$ cat src/rtl/snake_dir_if.sv
// Bundle of button levels, turn handshake and status outputs between the
// debouncers/game engine and the snake direction controller.
interface snake_dir_if;
    logic       btn_up;
    logic       btn_right;
    logic       btn_down;
    logic       btn_left;
    logic       turn_ack;
    logic       turn_valid;
    logic [1:0] turn_dir;
    logic [1:0] dir_out;
    logic       drop_pulse;

    // Engine / stimulus side: drives buttons and pops turns
    modport master (
        output btn_up, btn_right, btn_down, btn_left, turn_ack,
        input  turn_valid, turn_dir, dir_out, drop_pulse
    );

    // Controller side
    modport slave (
        input  btn_up, btn_right, btn_down, btn_left, turn_ack,
        output turn_valid, turn_dir, dir_out, drop_pulse
    );
endinterface

$ cat src/rtl/snake_dir_ctrl.sv
// Snake direction controller: turns debounced button presses into legal
// turn commands, queues up to DEPTH of them, and commits one per engine pop.
// Heading encoding: 00 up, 01 right, 10 down, 11 left; reverse = d ^ 2'b10.
module snake_dir_ctrl #(
    parameter int         DEPTH     = 2,
    parameter logic [1:0] RESET_DIR = 2'd1
) (
    input logic        clk,
    input logic        rst,
    snake_dir_if.slave bus
);

    localparam int PW = (DEPTH > 1) ? $clog2(DEPTH) : 1;
    localparam int CW = $clog2(DEPTH + 1);
    localparam logic [PW-1:0] LAST_PTR = PW'(DEPTH - 1);
    localparam logic [CW-1:0] FULL_CNT = CW'(DEPTH);

    // Button history and registered press edges (bit index = heading code)
    logic [3:0]    btn_prev_q, btn_prev_d;
    logic [3:0]    press_q, press_d;

    // Turn queue storage and control
    logic [1:0]    mem_q [DEPTH];
    logic [1:0]    mem_d [DEPTH];
    logic [PW-1:0] wr_ptr_q, wr_ptr_d;
    logic [PW-1:0] rd_ptr_q, rd_ptr_d;
    logic [CW-1:0] count_q, count_d;

    // Registered outputs
    logic [1:0]    dir_out_q, dir_out_d;
    logic          turn_valid_q, turn_valid_d;
    logic [1:0]    turn_dir_q, turn_dir_d;
    logic          drop_q, drop_d;

    // Internal decision signals
    logic          cand_vld;
    logic [1:0]    cand_dir;
    logic          multi_edge;
    logic          pop;
    logic          full_eff;
    logic          accept;
    logic [1:0]    ref_dir;

    function automatic logic [PW-1:0] ptr_inc(input logic [PW-1:0] p);
        return (p == LAST_PTR) ? '0 : p + PW'(1);
    endfunction

    function automatic logic [PW-1:0] ptr_dec(input logic [PW-1:0] p);
        return (p == '0) ? LAST_PTR : p - PW'(1);
    endfunction

    // Edge detection, turn legality check and queue next-state
    always_comb begin
        btn_prev_d = {bus.btn_left, bus.btn_down, bus.btn_right, bus.btn_up};
        press_d    = btn_prev_d & ~btn_prev_q;

        // Fixed priority up > right > down > left among same-cycle edges
        cand_vld = |press_q;
        if (press_q[0])      cand_dir = 2'b00;
        else if (press_q[1]) cand_dir = 2'b01;
        else if (press_q[2]) cand_dir = 2'b10;
        else                 cand_dir = 2'b11;
        multi_edge = (press_q & (press_q - 4'd1)) != 4'd0;

        pop = bus.turn_ack && (count_q != '0);

        // The tail is what the snake will be heading after all queued turns;
        // when the only entry is being popped it is also the new dir_out.
        ref_dir  = (count_q != '0) ? mem_q[ptr_dec(wr_ptr_q)] : dir_out_q;
        full_eff = (count_q == FULL_CNT) && !pop;
        accept   = cand_vld && (cand_dir != ref_dir) &&
                   (cand_dir != (ref_dir ^ 2'b10)) && !full_eff;

        mem_d = mem_q;
        if (accept) mem_d[wr_ptr_q] = cand_dir;

        wr_ptr_d  = accept ? ptr_inc(wr_ptr_q) : wr_ptr_q;
        rd_ptr_d  = pop ? ptr_inc(rd_ptr_q) : rd_ptr_q;
        count_d   = count_q + CW'(accept) - CW'(pop);
        dir_out_d = pop ? mem_q[rd_ptr_q] : dir_out_q;

        turn_valid_d = (count_d != '0);
        turn_dir_d   = turn_valid_d ? mem_d[rd_ptr_d] : 2'b00;
        drop_d       = (cand_vld && !accept) || multi_edge;
    end

    // Control state with synchronous reset; edge history loads 1 so held buttons are ignored
    always_ff @(posedge clk) begin
        if (rst) begin
            btn_prev_q   <= 4'b1111;
            press_q      <= 4'b0000;
            wr_ptr_q     <= '0;
            rd_ptr_q     <= '0;
            count_q      <= '0;
            dir_out_q    <= RESET_DIR;
            turn_valid_q <= 1'b0;
            turn_dir_q   <= 2'b00;
            drop_q       <= 1'b0;
        end else begin
            btn_prev_q   <= btn_prev_d;
            press_q      <= press_d;
            wr_ptr_q     <= wr_ptr_d;
            rd_ptr_q     <= rd_ptr_d;
            count_q      <= count_d;
            dir_out_q    <= dir_out_d;
            turn_valid_q <= turn_valid_d;
            turn_dir_q   <= turn_dir_d;
            drop_q       <= drop_d;
        end
    end

    // Queue payload storage; contents are only meaningful under count_q
    always_ff @(posedge clk) begin
        mem_q <= mem_d;
    end

    assign bus.turn_valid = turn_valid_q;
    assign bus.turn_dir   = turn_dir_q;
    assign bus.dir_out    = dir_out_q;
    assign bus.drop_pulse = drop_q;

endmodule

$ cat src/flat_wrapper.sv
// flat-port wrapper written by rule: the top's interface ports become plain ports
module snake_dir_ctrl_flat 
#(
    parameter int         DEPTH     = 2,
    parameter logic [1:0] RESET_DIR = 2'd1
)
  (clk, rst, bus_btn_up, bus_btn_right, bus_btn_down, bus_btn_left, bus_turn_ack, bus_turn_valid, bus_turn_dir, bus_dir_out, bus_drop_pulse);
  snake_dir_if bus_i ();
  input logic clk;
  input logic rst;
  input wire logic [$bits(bus_i.btn_up)-1:0] bus_btn_up;
  input wire logic [$bits(bus_i.btn_right)-1:0] bus_btn_right;
  input wire logic [$bits(bus_i.btn_down)-1:0] bus_btn_down;
  input wire logic [$bits(bus_i.btn_left)-1:0] bus_btn_left;
  input wire logic [$bits(bus_i.turn_ack)-1:0] bus_turn_ack;
  output wire logic [$bits(bus_i.turn_valid)-1:0] bus_turn_valid;
  output wire logic [$bits(bus_i.turn_dir)-1:0] bus_turn_dir;
  output wire logic [$bits(bus_i.dir_out)-1:0] bus_dir_out;
  output wire logic [$bits(bus_i.drop_pulse)-1:0] bus_drop_pulse;
  assign bus_i.btn_up = bus_btn_up;
  assign bus_i.btn_right = bus_btn_right;
  assign bus_i.btn_down = bus_btn_down;
  assign bus_i.btn_left = bus_btn_left;
  assign bus_i.turn_ack = bus_turn_ack;
  assign bus_turn_valid = bus_i.turn_valid;
  assign bus_turn_dir = bus_i.turn_dir;
  assign bus_dir_out = bus_i.dir_out;
  assign bus_drop_pulse = bus_i.drop_pulse;
  snake_dir_ctrl #(.DEPTH(DEPTH), .RESET_DIR(RESET_DIR)) u_core (.clk(clk), .rst(rst), .bus(bus_i));
endmodule
$ cat config.mk
export PLATFORM = sky130hd
export DESIGN_NAME = snake_dir_ctrl_flat
export DESIGN_NICKNAME = d
export VERILOG_FILES = /design/src/rtl/snake_dir_if.sv /design/src/rtl/snake_dir_ctrl.sv /design/src/flat_wrapper.sv
export SDC_FILE = /design/constraint.sdc
export NUM_CORES = 1
export LEC_CHECK = 0
export CORE_MARGIN = 3
export CORE_UTILIZATION = 52
export DETAILED_ROUTE_END_ITERATION = 6
export PLACE_DENSITY = 0.76
export SKIP_LAST_GASP = 1
export SYNTH_ARGS = -nofsm -noshare
export SYNTH_HDL_FRONTEND = slang
export SYNTH_SLANG_ARGS = --single-unit
$ cat constraint.sdc
create_clock -name clk -period 2.2 [get_ports clk]
set_clock_uncertainty 0.05 [all_clocks]
set_input_delay 0.33 -clock clk [delete_from_list [all_inputs] [get_ports clk]]
set_output_delay 0.33 -clock clk [all_outputs]
set_load 0.01 [all_outputs]
==> metrics.txt <==
utilization after layout=68.8%; clk root buf=clkbuf_4; Switching Share=between 30% and 40%; Post-CTS Setup Bufs=0; via count=795; Die Wd=49.9 um; most frequent cells in the layout=22 x dfxtp_1, 12 x nor2_1, 12 x clkdlybuf4s50_1; clock power share=between 10% and 20%; P per Cell Area=approximately 1400 mW/mm^2; Num CTS Buffers=3; crit share post-route=88.5%; # rows=15; Multi-input gate area=514 sq um; pin count of the biggest net entering global routing=19; first-pass GRT wire length=3.24 mm; Ports=13; Die Height=49.9 um; Final nets=between 100 and 150; Setup crit end kind=flip-flop; Design Power=1.70 mW; Routed WL=1.80 mm; Comb pwr share=a little under half; register bit count reported by yosys=22; vias in the first global route=740; Die Area=0.00249 sq mm; Worst Path Arrival=2.10 ns; Mapped Area=roughly 0.0010 sq mm; GPL Wtd Cong=roughly 0.83; vias per cell=~5.4; WHS=0.347 ns; Final HPWL DP=~1.3 mm; Initial Util=56.3%; critical path peak fanout=7; initial antenna violation count=0; Routed Antenna Nets=0; dpl cells=144; Hold/Removal Path Class=flip-flop to flip-flop; Antenna Cells=0; Mapped Nets=113; Num Clock Sinks=22; commonest non-fill, non-tap cell in the layout=dfxtp_1; drt drc=0; maximum clock path buffer count=2; critical path class=flip-flop to flip-flop; Filler Cell Count=147; Post-CTS Hold Buffers=0; worst hold start=u_core.btn_prev_q[0]; total grt overflow=0; final non-filler cell total=148; yosys warns=0; RSZ-0062 raised after global routing=false; Peak VDD IR=0.000912 V; status=complete, no violations; Period minus WS final=1.95 ns; Crit path required time=2.36 ns; Pleak=0.511 nW; Worst-Skew Late Latency=0.32 ns; sequential share of the synthesized area=43.9%; Final Hold Vio Count=0; Placeable Area=~0.0018 sq mm; Avg Cell Area, Syn=9.56 sq um; post-synthesis cell type count=38; Port Buffer Count=12; Starting DRT DRC Count=17; Max Fclk=roughly 500 MHz; wire per inst=12.2 um; Critical Path Source=u_core.count_q[1]; FF+latch area=440 sq um; worst reg2reg startpoint=u_core.count_q[1]; CTS tree=done; MaxCap Viol Count=0; post_cts resized=0; Worst slew margin=60.9%; P_int=between 1 and 1.5 mW; DRT Pass-1 Iters=5; CTS clk-pin slew, worst paths=0.12 ns; Max H-tree Level=1; worst slew pin tran=0.585 ns; share of cells above drive strength 1=13.8%; Final Max Tran Viols=0; Syn Inst Count=between 100 and 150; # setup viols final=0; Setup crit start kind=flip-flop; Area growth syn-to-layout=22.2%; Reg power frac=35.3%; Total GRT Usage=17.7%; switching component of the power=605 uW; setup TNS=0 ns
worst max-delay path: stages, from the launching register on:
cell,delay [ns]
dfxtp_1,0.39
or2_0,0.23
a221oi_1,0.41
o21ai_0,0.20
nor2_1,0.21
mux2_1,0.34
sequential cells by signal, indices dropped and copies added, names as in the netlist, 2 cells and up:
name                 cells
u_core.bus.dir_out       2
u_core.btn_prev_q        4
u_core.bus.turn_dir      2
u_core.count_q           2
u_core.mem_q             4
u_core.press_q           4
synthesized netlist by cell type (all sizes together):
master | instances | share of area (%)
a21oi | 3 | 1.5
or2 | 5 | 3.1
a31o | 1 | 0.87
clkbuf | 2 | 0.75
a211oi | 3 | 2.2
xnor2 | 2 | 1.7
or3b | 2 | 1.7
nor4 | 2 | 1.2
nand2 | 2 | 0.75
a221oi | 1 | 0.87
and3b | 2 | 1.7
nand3 | 1 | 0.50
o2111a | 1 | 1.1
nor3 | 3 | 1.5
o21a | 2 | 1.5
nor2 | 12 | 4.5
dfxtp | 22 | 44
xor2 | 3 | 3.4
buf | 2 | 1.9
nand2b | 1 | 0.62
a211o | 1 | 0.87
and2 | 2 | 1.2
inv | 6 | 2.2
ha | 1 | 1.2
mux2i | 5 | 5.0
o21ai | 4 | 2.4
nor3b | 5 | 3.7
a31oi | 2 | 1.2
mux2 | 3 | 3.4
and3 | 1 | 0.62
nor2b | 1 | 0.62
a221o | 1 | 1.0
o211a | 1 | 1.0
cell families after synthesis:
family | Yosys count | synth area share (%)
and+or+nand+nor | 39 | 21.9
adders and majority gates | 1 | 1.25
buffers and inverters | 10 | 4.86
AOI/OAI and AO/OA | 20 | 14.6
muxes | 8 | 8.35
DFF | 22 | 43.9
xor gates and xnor gates | 5 | 5.11
metrics by stage:
stage	cell area, sq um	worst slack, ns
5_1_grt	1230	0.0993
6_report	1230	0.254
2_1_floorplan	1000	0.370
4_1_cts	1230	0.270
3_5_place_dp	1170	-0.0118
3_3_place_gp	1170	0.00700
final timing paths:
kind                       endpoint  slack (ns)  cells after the start
setup / recovery    u_core.mem_q[2]        0.25                      5
hold / removal    u_core.press_q[0]        0.35                      1
setup reg to reg    u_core.mem_q[2]        0.25                      5
hold reg to reg   u_core.press_q[0]        0.35                      1
final cells by class:
class	count	area share [%]
Multi-Input combinational cell	73	41.9
Sequential cell	22	35.9
Timing Repair Buffer	18	13.5
Tap cell	25	2.55
Clock inverter	1	2.45
Clock buffer	3	1.84
Inverter	6	1.84
layer usage:
layer | vias to the layer above | part of all wire [%] | GRT usage [%] | routed length, um
li1 | 405 | - | - | -
met1 | 359 | 48 | 22.5 | 856
met2 | 26 | 43 | 25.1 | 776
met3 | 5 | 6.8 | 6.34 | 123
met4 | 0 | 2.4 | 11.1 | 44
met5 | - | 0 | 0 | 0
power by group through the flow:
stage	combinational [mW]	sequential [mW]	clock [mW]
floorplan	0.554	0.598	0
global placement	0.777	0.605	0
detailed placement	0.786	0.608	0
CTS	0.792	0.599	0.319
global route	0.894	0.620	0.340
finish	0.790	0.600	0.308
Power figures use the tool's default switching activity.
